<file path="config.mk">
export PLATFORM = sky130hd
export DESIGN_NAME = serial_frame_ctrl
export DESIGN_NICKNAME = d
export VERILOG_FILES = /design/src/rtl/seq_ctrl_pkg.sv /design/src/rtl/serial_frame_ctrl_one_pulser.sv /design/src/rtl/serial_frame_ctrl.sv
export SDC_FILE = /design/constraint.sdc
export NUM_CORES = 1
export LEC_CHECK = 0
export BUFFER_PORTS_ARGS = -buffer_cell sky130_fd_sc_hd__buf_4
export CAP_MARGIN = 20
export CORE_AREA = 2 2 39 41
export DETAILED_ROUTE_END_ITERATION = 8
export DIE_AREA = 0 0 41 43
export PLACE_DENSITY = 0.77
export SETUP_SLACK_MARGIN = 0.5
export SLEW_MARGIN = 15
export SYNTH_ARGS = -nofsm -noshare
export SYNTH_HDL_FRONTEND = slang
export SYNTH_SLANG_ARGS = --single-unit
</file>
<file path="constraint.sdc">
create_clock -name clk -period 2.8 [get_ports clk]
set_input_delay 0.56 -clock clk [delete_from_list [all_inputs] [get_ports clk]]
set_output_delay 0.56 -clock clk [all_outputs]
set_load 0.02 [all_outputs]
</file>
<file path="src/rtl/seq_ctrl_pkg.sv">
// rtl/seq_ctrl_pkg.sv - shared state type and default geometry for serial_frame_ctrl
package seq_ctrl_pkg;

   typedef enum logic [1:0] {
      HUNT = 2'd0,
      XFER = 2'd1,
      DONE = 2'd2
   } seq_state_t;

   localparam int          DEF_PAT_W   = 4;
   localparam logic [3:0]  DEF_PATTERN = 4'b1101;
   localparam int          DEF_CNT_W   = 4;

endpackage

</file>
<file path="src/rtl/serial_frame_ctrl_one_pulser.sv">
// rtl/serial_frame_ctrl_one_pulser.sv - one_pulser: single-cycle step per rising edge of a level request
// SEQ_CTRL_SYNC_EN adds a 2-flop synchronizer and a registered pulse (3-cycle lag).
module one_pulser (
   input  logic clk,
   input  logic rst,
   input  logic in,
   output logic pulse
);

`ifdef SEQ_CTRL_SYNC_EN
   logic sync1_q, sync2_q, prev_q, pulse_q;

   // Synchronizer flops reset high too, so a request held through reset stays edge-free.
   always_ff @(posedge clk or negedge rst) begin
      if (!rst) begin
         sync1_q <= 1'b1;
         sync2_q <= 1'b1;
         prev_q  <= 1'b1;
         pulse_q <= 1'b0;
      end else begin
         sync1_q <= in;
         sync2_q <= sync1_q;
         prev_q  <= sync2_q;
         pulse_q <= sync2_q & ~prev_q;
      end
   end

   assign pulse = pulse_q;
`else
   logic prev_q;

   always_ff @(posedge clk or negedge rst) begin
      if (!rst) begin
         prev_q <= 1'b1;
      end else begin
         prev_q <= in;
      end
   end

   assign pulse = in & ~prev_q;
`endif

endmodule

</file>
<file path="src/rtl/serial_frame_ctrl.sv">
// rtl/serial_frame_ctrl.sv - start-pattern hunt and length-counted payload forwarding
// Optional SEQ_CTRL_SYNC_EN selects the synchronized step path in one_pulser.
module serial_frame_ctrl
   import seq_ctrl_pkg::*;
#(
   parameter int               PAT_W   = DEF_PAT_W,
   parameter logic [PAT_W-1:0] PATTERN = DEF_PATTERN,
   parameter int               CNT_W   = DEF_CNT_W
) (
   input  logic             clk,
   input  logic             rst,
   input  logic             clkEN,
   input  logic             SerIn,
   input  logic [CNT_W-1:0] len,
   output logic             SerOut,
   output logic             SerOutValid,
   output logic             busy,
   output logic             frame_done,
   output logic [CNT_W-1:0] bit_cnt
);

   localparam logic [CNT_W-1:0] CNT_ONE = CNT_W'(1);

   logic             step;
   seq_state_t       state_q, state_d;
   logic [PAT_W-1:0] sr_q, sr_d, sr_shift;
   logic [CNT_W-1:0] cnt_q, cnt_d;
   logic             sout_q, sout_d;
   logic             valid_q, valid_d;
   logic             match;

   one_pulser u_pulser (
      .clk   (clk),
      .rst   (rst),
      .in    (clkEN),
      .pulse (step)
   );

   always_ff @(posedge clk or negedge rst) begin
      if (!rst) begin
         state_q <= HUNT;
         sr_q    <= '0;
         cnt_q   <= '0;
         sout_q  <= 1'b0;
         valid_q <= 1'b0;
      end else begin
         state_q <= state_d;
         sr_q    <= sr_d;
         cnt_q   <= cnt_d;
         sout_q  <= sout_d;
         valid_q <= valid_d;
      end
   end

   assign sr_shift = {sr_q[PAT_W-2:0], SerIn};
   assign match    = (sr_shift == PATTERN);

   // The shift register only moves in HUNT, so payload bits can never re-trigger detection.
   always_comb begin
      state_d = state_q;
      sr_d    = sr_q;
      cnt_d   = cnt_q;
      sout_d  = sout_q;
      valid_d = 1'b0;
      unique case (state_q)
         HUNT: begin
            if (step) begin
               if (match) begin
                  sr_d    = '0;
                  cnt_d   = len;
                  state_d = XFER;
               end else begin
                  sr_d = sr_shift;
               end
            end
         end
         XFER: begin
            if (step) begin
               sout_d  = SerIn;
               valid_d = 1'b1;
               cnt_d   = cnt_q - CNT_ONE;
               if (cnt_q == CNT_ONE) begin
                  state_d = DONE;
               end
            end
         end
         DONE: begin
            cnt_d   = '0;
            state_d = HUNT;
         end
         default: begin
            state_d = HUNT;
         end
      endcase
   end

   always_comb begin
      busy        = (state_q != HUNT);
      frame_done  = (state_q == DONE);
      SerOut      = sout_q;
      SerOutValid = valid_q;
      bit_cnt     = cnt_q;
   end

endmodule

</file>
==> impl_metrics.py, run 1 <==
metrics = {
    "outcome": {
        "outcome": "completed",
    },
    "setup_path": {
        "r2r_cells": 5,
        "worst_setup_path_start_kind": "flop",
        "critPathMaxFanout": 4,
        "cp_data_arrival_time_ns": 1.31,
        "critPathBufInv": 3,
        "r2r-end": "bit_cnt[3]$_DFFE_PN0P_",
        "slowest_stage": "dfrtp_1",
        "path_class": "flop to primary output",
        "critical_path.max_stage_delay_ns": 0.42,
        "crit_required_ns": 2.24,
        "crit_family": "flip-flops",
        "reg2reg_from": "state_q[1]$_DFFE_PN0P_",
        "cp_common_cell": "inv_1",
        "rrSetupSlack_ns": 1.23,
        "crit_path_end_kind": "primary output",
        "cp_cell_sequence": "inv_1 -> ha_1 -> inv_1 -> buf_4",
    },
    "cells_and_area": {
        "nNetsFinal": 98,
        "layout_common_cells": "buf_4 (15), dfrtp_1 (11), inv_1 (6), ha_1 (6)",
        "antenna_cells": 0,
        "drive_above_1_share_pct": 32.53,
        "syn_to_final_growth_pct": 23.13,
        "final_common_cell": "buf_4",
    },
    "power": {
        "ir_drop_v": 0.0005823,
        "p_per_area_nw_per_um2": 1152,
        "p_leak_nw": 0.4123,
    },
    "yosys": {
        "netlist_area_um2": 686.9,
        "synthDistinctLibCells": 29,
        "yosysWarningCount": 0,
        "ys_seq_area_share_pct": 43.90,
        "syn_nets": 78,
        "ys_ff_latch": 12,
        "synth_cells": 64,
        "synth_area_per_cell_um2": 10.73,
    },
    "timing": {
        "slew_headroom_pct": 83.72,
        "setup_viol": 0,
        "worst_slack_ns": 0.9319,
        "fmax_ghz": 0.5353,
        "fin_skew_ns": 0.01723,
        "period_minus_slack_ns": 1.868,
        "fin_crit_sh_pct": 66.72,
        "tightest_slew_ns": 0.2441,
        "rsz0062_at_grt": "no",
        "hold_ws_ns": 0.1054,
        "slew_viol_final": 0,
        "hold_viol": 0,
        "setup_total_negative_slack_ns": 0,
    },
    "floorplanning": {
        "core_um2": 1384,
        "dieHeight_um": 43,
        "rows": 14,
        "die_x_um": 41,
        "dieArea_um2": 1763,
        "io_pins": 16,
        "initial_core_util_pct": 49.64,
    },
    "clock_tree": {
        "root_buffer": "clkbuf_4",
        "clk_latency_ns": 0.27,
        "clk_pin_slew_ns": 0.09,
        "htree_levels": 1,
        "cts_tree": "yes",
        "cts.sinks": 12,
        "cts_hold_buf": 0,
        "cts-buffers-inserted": 3,
        "cts_setup_buffers": 0,
        "cts_resized": 0,
        "clock_path_buffers": 2,
    },
    "placement": {
        "numPortBuffers": 15,
        "post-dp-hpwl_um": 939.7,
        "place_ws_ns": 1.237,
        "place_congestion": 0.8535,
    },
    "grt": {
        "globalRouteMet2Util_pct": 21.56,
        "antenna_found_initial": 0,
        "met1_usage_pct": 23.49,
        "grt.met3_usage_pct": 3.141,
        "top_usage_layer": "met1",
        "grt_pass1_wl_um": 1897,
        "grt_pass1_vias": 443,
        "grt_max_degree": 13,
        "grt-ovfl-total": 0,
        "grt_use_total_pct": 15.67,
    },
    "worst_hold_path": {
        "hp-class": "input pin to async pin",
    },
    "route": {
        "viasPerCell": 5.263,
        "vias": 521,
        "routed_wl_um": 1216,
        "remaining_drc_errors": 0,
        "wire_per_inst_um": 12.28,
        "drt_iter0_drc": 23,
        "first_pass_iters": 4,
        "detail-route-antenna-nets": 0,
    },
    "flow_run": {
        "maxCapViolations": 0,
    },
}
-- synthesized netlist by cell type --
cell type	n	area, µm²
a21oi_1	5	25.02
nor2b_1	1	6.260
dfstp_2	1	26.28
nand4b_1	1	8.760
xnor2_1	1	8.760
or3b_1	1	8.760
a211oi_2	1	12.51
dfrtp_1	11	275.3
mux2_4	1	15.01
and2b_2	1	8.760
nand2b_4	1	13.76
o2bb2ai_1	2	17.52
nand2_1	5	18.77
a31oi_1	1	6.260
a211oi_1	1	7.510
o21ai_0	2	10.01
inv_1	6	22.52
ha_1	6	75.07
nor2_2	1	6.260
and2_1	1	6.260
mux2_2	2	22.52
o22ai_1	1	6.260
nor3_1	1	5.000
nor3_2	1	10.01
nand3b_1	1	7.510
o22a_1	2	17.52
nor2_1	3	11.26
mux2i_1	2	20.02
nor3b_1	1	7.510
-- state kept, by name, summed over array words and instances (netlist names) --
name,count
SerOut,1
SerOutValid,1
bit_cnt,4
sr_q,3
state_q,2
u_pulser.prev_q,1
-- per-layer routing --
layer / vias to the layer above / share of wire [%]
li1: 262 / -
met1: 241 / 48
met2: 16 / 46
met3: 2 / 5.0
met4: 0 / 1.1
met5: - / 0
-- kinds of logic (layout without fill, tap and decap cells) --
group	count (synthesis)	after routing	synth area share, %
AO/OA/AOI/OAI	15	15	14.94
XOR/XNOR	1	1	1.275
adder cells (fa/ha/maj)	6	6	10.93
buffers and inverters	6	25	3.278
flip-flops	12	12	43.90
multiplexers	5	5	8.378
AND/OR/NAND/NOR	19	19	17.31
-- through the flow --
step	util (%)	std cells	cell area (µm²)	power [mW]
2_1_floorplan	-	64	686.9	0.6972
3_3_place_gp	59.22	95	819.5	0.8504
3_5_place_dp	59.22	95	819.5	0.8621
4_1_cts	61.12	99	845.8	0.9747
5_1_grt	61.12	99	845.8	1.048
6_report	61.12	99	845.8	0.9742
-- report_power, final --
| group | total [mW] | internal (mW) | switching (mW) |
|---|---|---|---|
| clock network | 0.111 | 0.0550 | 0.0559 |
| registers | 0.314 | 0.247 | 0.0670 |
| logic | 0.549 | 0.258 | 0.292 |
-- final cells by class --
class | instances | area [µm²]
well taps | 16 | 20.02
inverters | 6 | 22.52
clock buffers | 4 | 26.28
fillers | 112 | 538.0
multi-input cells | 46 | 362.8
repair buffers | 15 | 112.6
flip-flops and latches | 12 | 301.5
-- worst max path at each step --
| stage | cells after the start | to | slack, ns | startpoint |
|---|---|---|---|---|
| finish | 4 | busy | 0.93 | state_q[0]$_DFFE_PN0P_ |
| global route | 4 | busy | 0.87 | state_q[0]$_DFFE_PN0P_ |
| CTS | 4 | busy | 0.94 | state_q[0]$_DFFE_PN0P_ |
| floorplan | 5 | state_q[1]$_DFFE_PN0P_ | 1.33 | bit_cnt[1]$_DFFE_PN0P_ |
| detailed placement | 5 | bit_cnt[3]$_DFFE_PN0P_ | 1.24 | state_q[1]$_DFFE_PN0P_ |
| global placement | 5 | bit_cnt[3]$_DFFE_PN0P_ | 1.26 | SerIn |
Note: power is estimated with default switching activity, not from simulation.
==> run 2: changes to the inputs <==
Settings changed: CORE_AREA 2 2 39 41 to not set, CORE_UTILIZATION set to 50, DIE_AREA 0 0 41 43 to not set, PLACE_DENSITY 0.77 to 0.75.
Clock period 2.8 ns to 1.8 ns, I/O delays scaled along.
==> impl_metrics.py, run 2 (synthesis results as in run 1) <==
metrics = {
    "outcome": {
        "outcome": "completed",
    },
    "timing": {
        "slew_viol_final": 0,
        "rsz0062_at_grt": "yes",
        "tightest_slew_ns": 0.2287,
        "fin_crit_sh_pct": 84.71,
        "fmax_ghz": 0.6558,
        "hold_viol": 0,
        "slew_headroom_pct": 84.67,
        "setup_viol": 0,
        "period_minus_slack_ns": 1.525,
        "hold_ws_ns": 0.2006,
        "fin_skew_ns": 0.006172,
        "setup_total_negative_slack_ns": 0,
    },
    "route": {
        "remaining_drc_errors": 0,
        "routed-wl-met2_um": 977,
        "detail-route-antenna-nets": 0,
        "wl_met3_um": 118,
        "top_layer_used": "met4",
        "routed_wl_um": 1918,
        "viasPerCell": 5.972,
        "wire_per_inst_um": 18.09,
        "first_pass_iters": 5,
        "drt_iter0_drc": 18,
        "vias": 633,
        "wl_met1_um": 774,
    },
    "floorplanning": {
        "core_um2": 1186,
        "dieArea_um2": 1526,
        "rows": 12,
        "initial_core_util_pct": 57.91,
        "dieHeight_um": 39.07,
        "die_x_um": 39.07,
        "io_pins": 16,
    },
    "setup_path": {
        "path_class": "flop to primary output",
        "rrSetupSlack_ns": 0.28,
        "r2r_cells": 4,
        "crit_required_ns": 1.44,
        "slowest_stage": "dfrtp_2",
        "cp_data_arrival_time_ns": 1.16,
        "cp_common_cell": "inv_2",
        "r2r-end": "bit_cnt[3]$_DFFE_PN0P_",
        "critPathMaxFanout": 4,
        "cp_cell_sequence": "inv_2 -> ha_4 -> inv_2 -> buf_6",
        "critical_path.max_stage_delay_ns": 0.45,
        "reg2reg_from": "state_q[0]$_DFFE_PN0P_",
        "worst_setup_path_start_kind": "flop",
        "crit_path_end_kind": "primary output",
        "crit_start": "state_q[0]$_DFFE_PN0P_",
    },
    "placement": {
        "post-dp-hpwl_um": 1092,
        "numPortBuffers": 15,
        "place_inst": 93,
        "place_congestion": 0.7644,
    },
    "worst_hold_path": {
        "hold_path_depth": 1,
        "hp-class": "input pin to flop",
        "hold_start": "clkEN",
        "timing.hold.worst_endpoint": "u_pulser.prev_q$_DFF_PN1_",
    },
    "cells_and_area": {
        "fin_util_pct": 87.03,
        "final_cells": 106,
        "syn_to_final_growth_pct": 50.27,
        "largest_reg_flops": 4,
        "drive_above_1_share_pct": 59.78,
        "antenna_cells": 0,
        "final_common_cell": "buf_4",
        "nNetsFinal": 107,
        "layout_common_cells": "buf_4 (18), dfrtp_1 (8), a21oi_1 (5), buf_6 (5), inv_2 (4)",
    },
    "clock_tree": {
        "cts.sinks": 12,
        "clk_pin_slew_ns": 0.09,
        "clock_path_buffers": 2,
        "root_buffer": "clkbuf_4",
        "htree_levels": 1,
        "cts_tree": "yes",
        "clk_latency_ns": 0.28,
        "cts-buffers-inserted": 3,
    },
    "power": {
        "ir_drop_v": 0.001304,
        "power.share.combinational_pct": 63.2,
        "p_leak_nw": 0.4755,
        "switchingPower_uw": 869.7,
        "p_per_area_nw_per_um2": 1996,
        "seq_power_share_pct": 25.9,
        "p_sw_share_pct": 42.22,
        "clkPwrFrac_pct": 10.9,
        "p_int_mw": 1.190,
    },
    "grt": {
        "grt-ovfl-total": 0,
        "grt_pass1_wl_um": 2415,
        "grt_max_degree": 13,
        "grt_use_total_pct": 24.49,
        "grt_pass1_vias": 546,
        "antenna_found_initial": 0,
    },
    "flow_run": {
        "maxCapViolations": 0,
    },
}
-- run 2: power by group through the flow --
stage | combinational [mW] | sequential, mW | clock [mW]
6_report | 1.30 | 0.533 | 0.225
5_1_grt | 1.38 | 0.543 | 0.234
4_1_cts | 1.08 | 0.503 | 0.222
3_5_place_dp | 0.867 | 0.510 | 0
3_3_place_gp | 0.850 | 0.496 | 0
2_1_floorplan | 0.557 | 0.547 | 0
-- run 2: how the worst max path moves through the flow --
stage,to,cells past startpoint,slack (ns)
2_1_floorplan,bit_cnt[3]$_DFFE_PN0P_,5,0.41
3_3_place_gp,bit_cnt[3]$_DFFE_PN0P_,5,0.35
3_5_place_dp,bit_cnt[3]$_DFFE_PN0P_,5,0.30
4_1_cts,bit_cnt[3]$_DFFE_PN0P_,5,0.31
5_1_grt,bit_cnt[3]$_DFFE_PN0P_,4,0.24
6_report,busy,4,0.28
-- run 2: routing by layer --
| metal | up-vias | track usage, % |
|---|---|---|
| li1 | 284 | - |
| met1 | 312 | 27.14 |
| met2 | 31 | 44.17 |
| met3 | 6 | 1.734 |
| met4 | 0 | 15.52 |
| met5 | - | 0 |
-- run 2: critical path, delay by kind of cell (launching register included) --
kind | cells | cell delay (ns)
buf+inv | 3 | 0.27
flops | 1 | 0.45
fa+ha+maj | 1 | 0.15
-- run 2: repair_timing --
item,in CTS,in global routing
hold buffers,1,0
endpoints found under the hold margin,11,0
resized for setup,10,16
setup endpoints to repair,10,11
pin swaps,2,5
buffers inserted,4,4
-- run 2: layout make-up --
type                    count  area, µm²
flip-flops and latches     12      305.3
repair buffers             24      201.4
fillers                    54      153.9
multi-input cells          46      449.2
inverters                   6      22.52
clock buffers               4      36.28
well taps                  14      17.52
-- run 2: stage by stage --
| stage | cell area, µm² | setup WS [ns] | power [mW] |
|---|---|---|---|
| after CTS | 935.9 | 0.3059 | 1.805 |
| after global placement | 828.3 | 0.3523 | 1.346 |
| after floorplan | 698.2 | 0.4127 | 1.104 |
| after global routing | 1032 | 0.2446 | 2.159 |
| final | 1032 | 0.2752 | 2.060 |
| after detailed placement | 828.3 | 0.3008 | 1.376 |
==> run 3: changes to the inputs <==
Settings changed: CORE_UTILIZATION 50 to 45, PLACE_DENSITY 0.75 to 0.71.
Clock period 1.8 ns to 1.4 ns, I/O delays scaled along.
==> impl_metrics.py, run 3 (synthesis results as in run 1) <==
metrics = {
    "timing": {
        "rsz0062_at_grt": "yes",
        "setup_viol": 8,
        "fmax_ghz": 0.6441,
        "worst_slack_ns": -0.1526,
        "hold_ws_ns": 0.1406,
        "hold_viol": 0,
        "period_minus_slack_ns": 1.553,
        "slew_headroom_pct": 81.58,
        "fin_crit_sh_pct": 110.9,
        "slew_viol_final": 0,
        "tightest_slew_ns": 0.2763,
        "fin_skew_ns": 0.002808,
    },
    "cells_and_area": {
        "syn_to_final_growth_pct": 78.87,
        "layout_common_cells": "buf_4 (20), buf_6 (16), dfrtp_1 (8)",
        "antenna_cells": 0,
        "nNetsFinal": 120,
        "largest_reg_flops": 4,
        "drive_above_1_share_pct": 73.33,
        "final_common_cell": "buf_4",
    },
    "route": {
        "detail-route-antenna-nets": 0,
        "viasPerCell": 5.542,
        "first_pass_iters": 4,
        "wire_per_inst_um": 19.43,
        "drt_iter0_drc": 11,
        "routed_wl_um": 2331,
        "remaining_drc_errors": 0,
        "vias": 665,
    },
    "clock_tree": {
        "htree_levels": 1,
        "clk_pin_slew_ns": 0.08,
        "clock_path_buffers": 2,
        "cts_tree": "yes",
        "root_buffer": "clkbuf_4",
        "cts-buffers-inserted": 3,
        "cts.sinks": 12,
        "clk_latency_ns": 0.27,
    },
    "setup_path": {
        "critical_path.max_stage_delay_ns": 0.42,
        "critPathBufInv": 1,
        "crit_path_end_kind": "flop",
        "crit_start": "state_q[0]$_DFFE_PN0P_",
        "worst_setup_path_start_kind": "flop",
        "cp_cell_sequence": "buf_4 -> ha_4 -> a211oi_4 -> nor2_2 -> mux2_4",
        "slowest_stage": "dfrtp_2",
        "path_class": "flop to flop",
        "rrSetupSlack_ns": -0.15,
        "crit_family": "flip-flops",
        "cp_data_arrival_time_ns": 1.72,
        "crit_required_ns": 1.56,
        "critPathMaxFanout": 4,
        "reg2reg_from": "state_q[0]$_DFFE_PN0P_",
    },
    "floorplanning": {
        "dieHeight_um": 41.07,
        "initial_core_util_pct": 50.27,
        "rows": 13,
        "dieArea_um2": 1687,
        "core_um2": 1366,
        "die_x_um": 41.07,
        "io_pins": 16,
    },
    "outcome": {
        "outcome": "complete, but fails checks",
        "failed_checks": "negative setup slack",
    },
    "power": {
        "seq_power_share_pct": 21.2,
        "ir_drop_v": 0.001937,
        "power_mw": 3.262,
        "p_int_mw": 1.915,
        "clkPwrFrac_pct": 8.8,
        "p_sw_share_pct": 41.27,
        "switchingPower_mw": 1.346,
        "p_leak_nw": 0.5550,
        "p_per_area_nw_per_um2": 2655,
        "power.share.combinational_pct": 70.0,
    },
    "worst_hold_path": {
        "hp-class": "input pin to flop",
        "hold_start": "clkEN",
    },
    "flow_run": {
        "maxCapViolations": 0,
    },
    "grt": {
        "grt_max_degree": 13,
        "grt_pass1_wl_um": 2773,
        "antenna_found_initial": 0,
        "grt_use_total_pct": 25.98,
        "grt_pass1_vias": 612,
        "grt-ovfl-total": 0,
    },
    "placement": {
        "post-dp-hpwl_um": 1096,
        "place_congestion": 0.7339,
        "numPortBuffers": 15,
    },
}
==> run 3: cell count changes in the layout (fill, tap and decap cells not counted), sizes merged <==
cell / delta
buf: +13
==> run 3: path summary, 6_finish.rpt <==
| check | to | depth (start not counted) |
|---|---|---|
| max | bit_cnt[3]$_DFFE_PN0P_ | 5 |
| min | u_pulser.prev_q$_DFF_PN1_ | 1 |
| max reg2reg | bit_cnt[3]$_DFFE_PN0P_ | 5 |
| min reg2reg | SerOut$_DFFE_PN0P_ | 1 |
| max in group asynchronous | u_pulser.prev_q$_DFF_PN1_ | 2 |
| min in group asynchronous | sr_q[1]$_DFFE_PN0P_ | 2 |
==> run 3: area by class of cell <==
type	count	area, µm²
fillers	60	137.6
multi-input cells	46	503.0
repair buffers	37	340.3
clock buffers	4	36.28
well taps	15	18.77
flip-flops and latches	12	305.3
inverters	6	25.02
==> run 3: per-layer routing <==
layer | share of wire [%] | vias up | track usage (%)
li1 | - | 306 | -
met1 | 44 | 330 | 31.15
met2 | 50 | 25 | 44.53
met3 | 3.5 | 4 | 5.978
met4 | 1.7 | 0 | 9.167
met5 | 0 | - | 0
==> run 3: power by group through the flow <==
stage | registers [mW] | clock network (mW) | logic, mW
after floorplan | 0.726 | 0 | 0.843
after global placement | 0.659 | 0 | 1.38
after detailed placement | 0.667 | 0 | 1.41
after CTS | 0.665 | 0.286 | 1.87
after global routing | 0.701 | 0.303 | 2.40
final | 0.690 | 0.287 | 2.28
==> run 3: worst register-to-register path, cell delays in order (launching register included) <==
cell	delay [ns]
dfrtp_2	0.42
buf_4	0.16
ha_4	0.18
a211oi_4	0.28
nor2_2	0.09
mux2_4	0.31
==> run 3: metrics by stage <==
stage	instance area [µm²]	std cells	utilization [%]	setup TNS (ns)	worst slack, ns
global placement	929.6	101	68.04	0	0.03594
CTS	1126	116	82.42	-0.1454	-0.04771
global route	1229	120	89.93	-0.9696	-0.1601
finish	1229	120	89.93	-0.7635	-0.1526
detailed placement	929.6	101	68.04	0	0.01212
floorplan	745.7	64	-	0	0.03460
==> run 3: repair_timing <==
item                                    4_1_cts  5_1_grt
endpoints found under the setup margin       19       19
gates resized for setup                      17       20
hold buffers                                  1        0
hold endpoints to repair                     11        0
setup buffers                                10        4
pin swaps                                     5        5
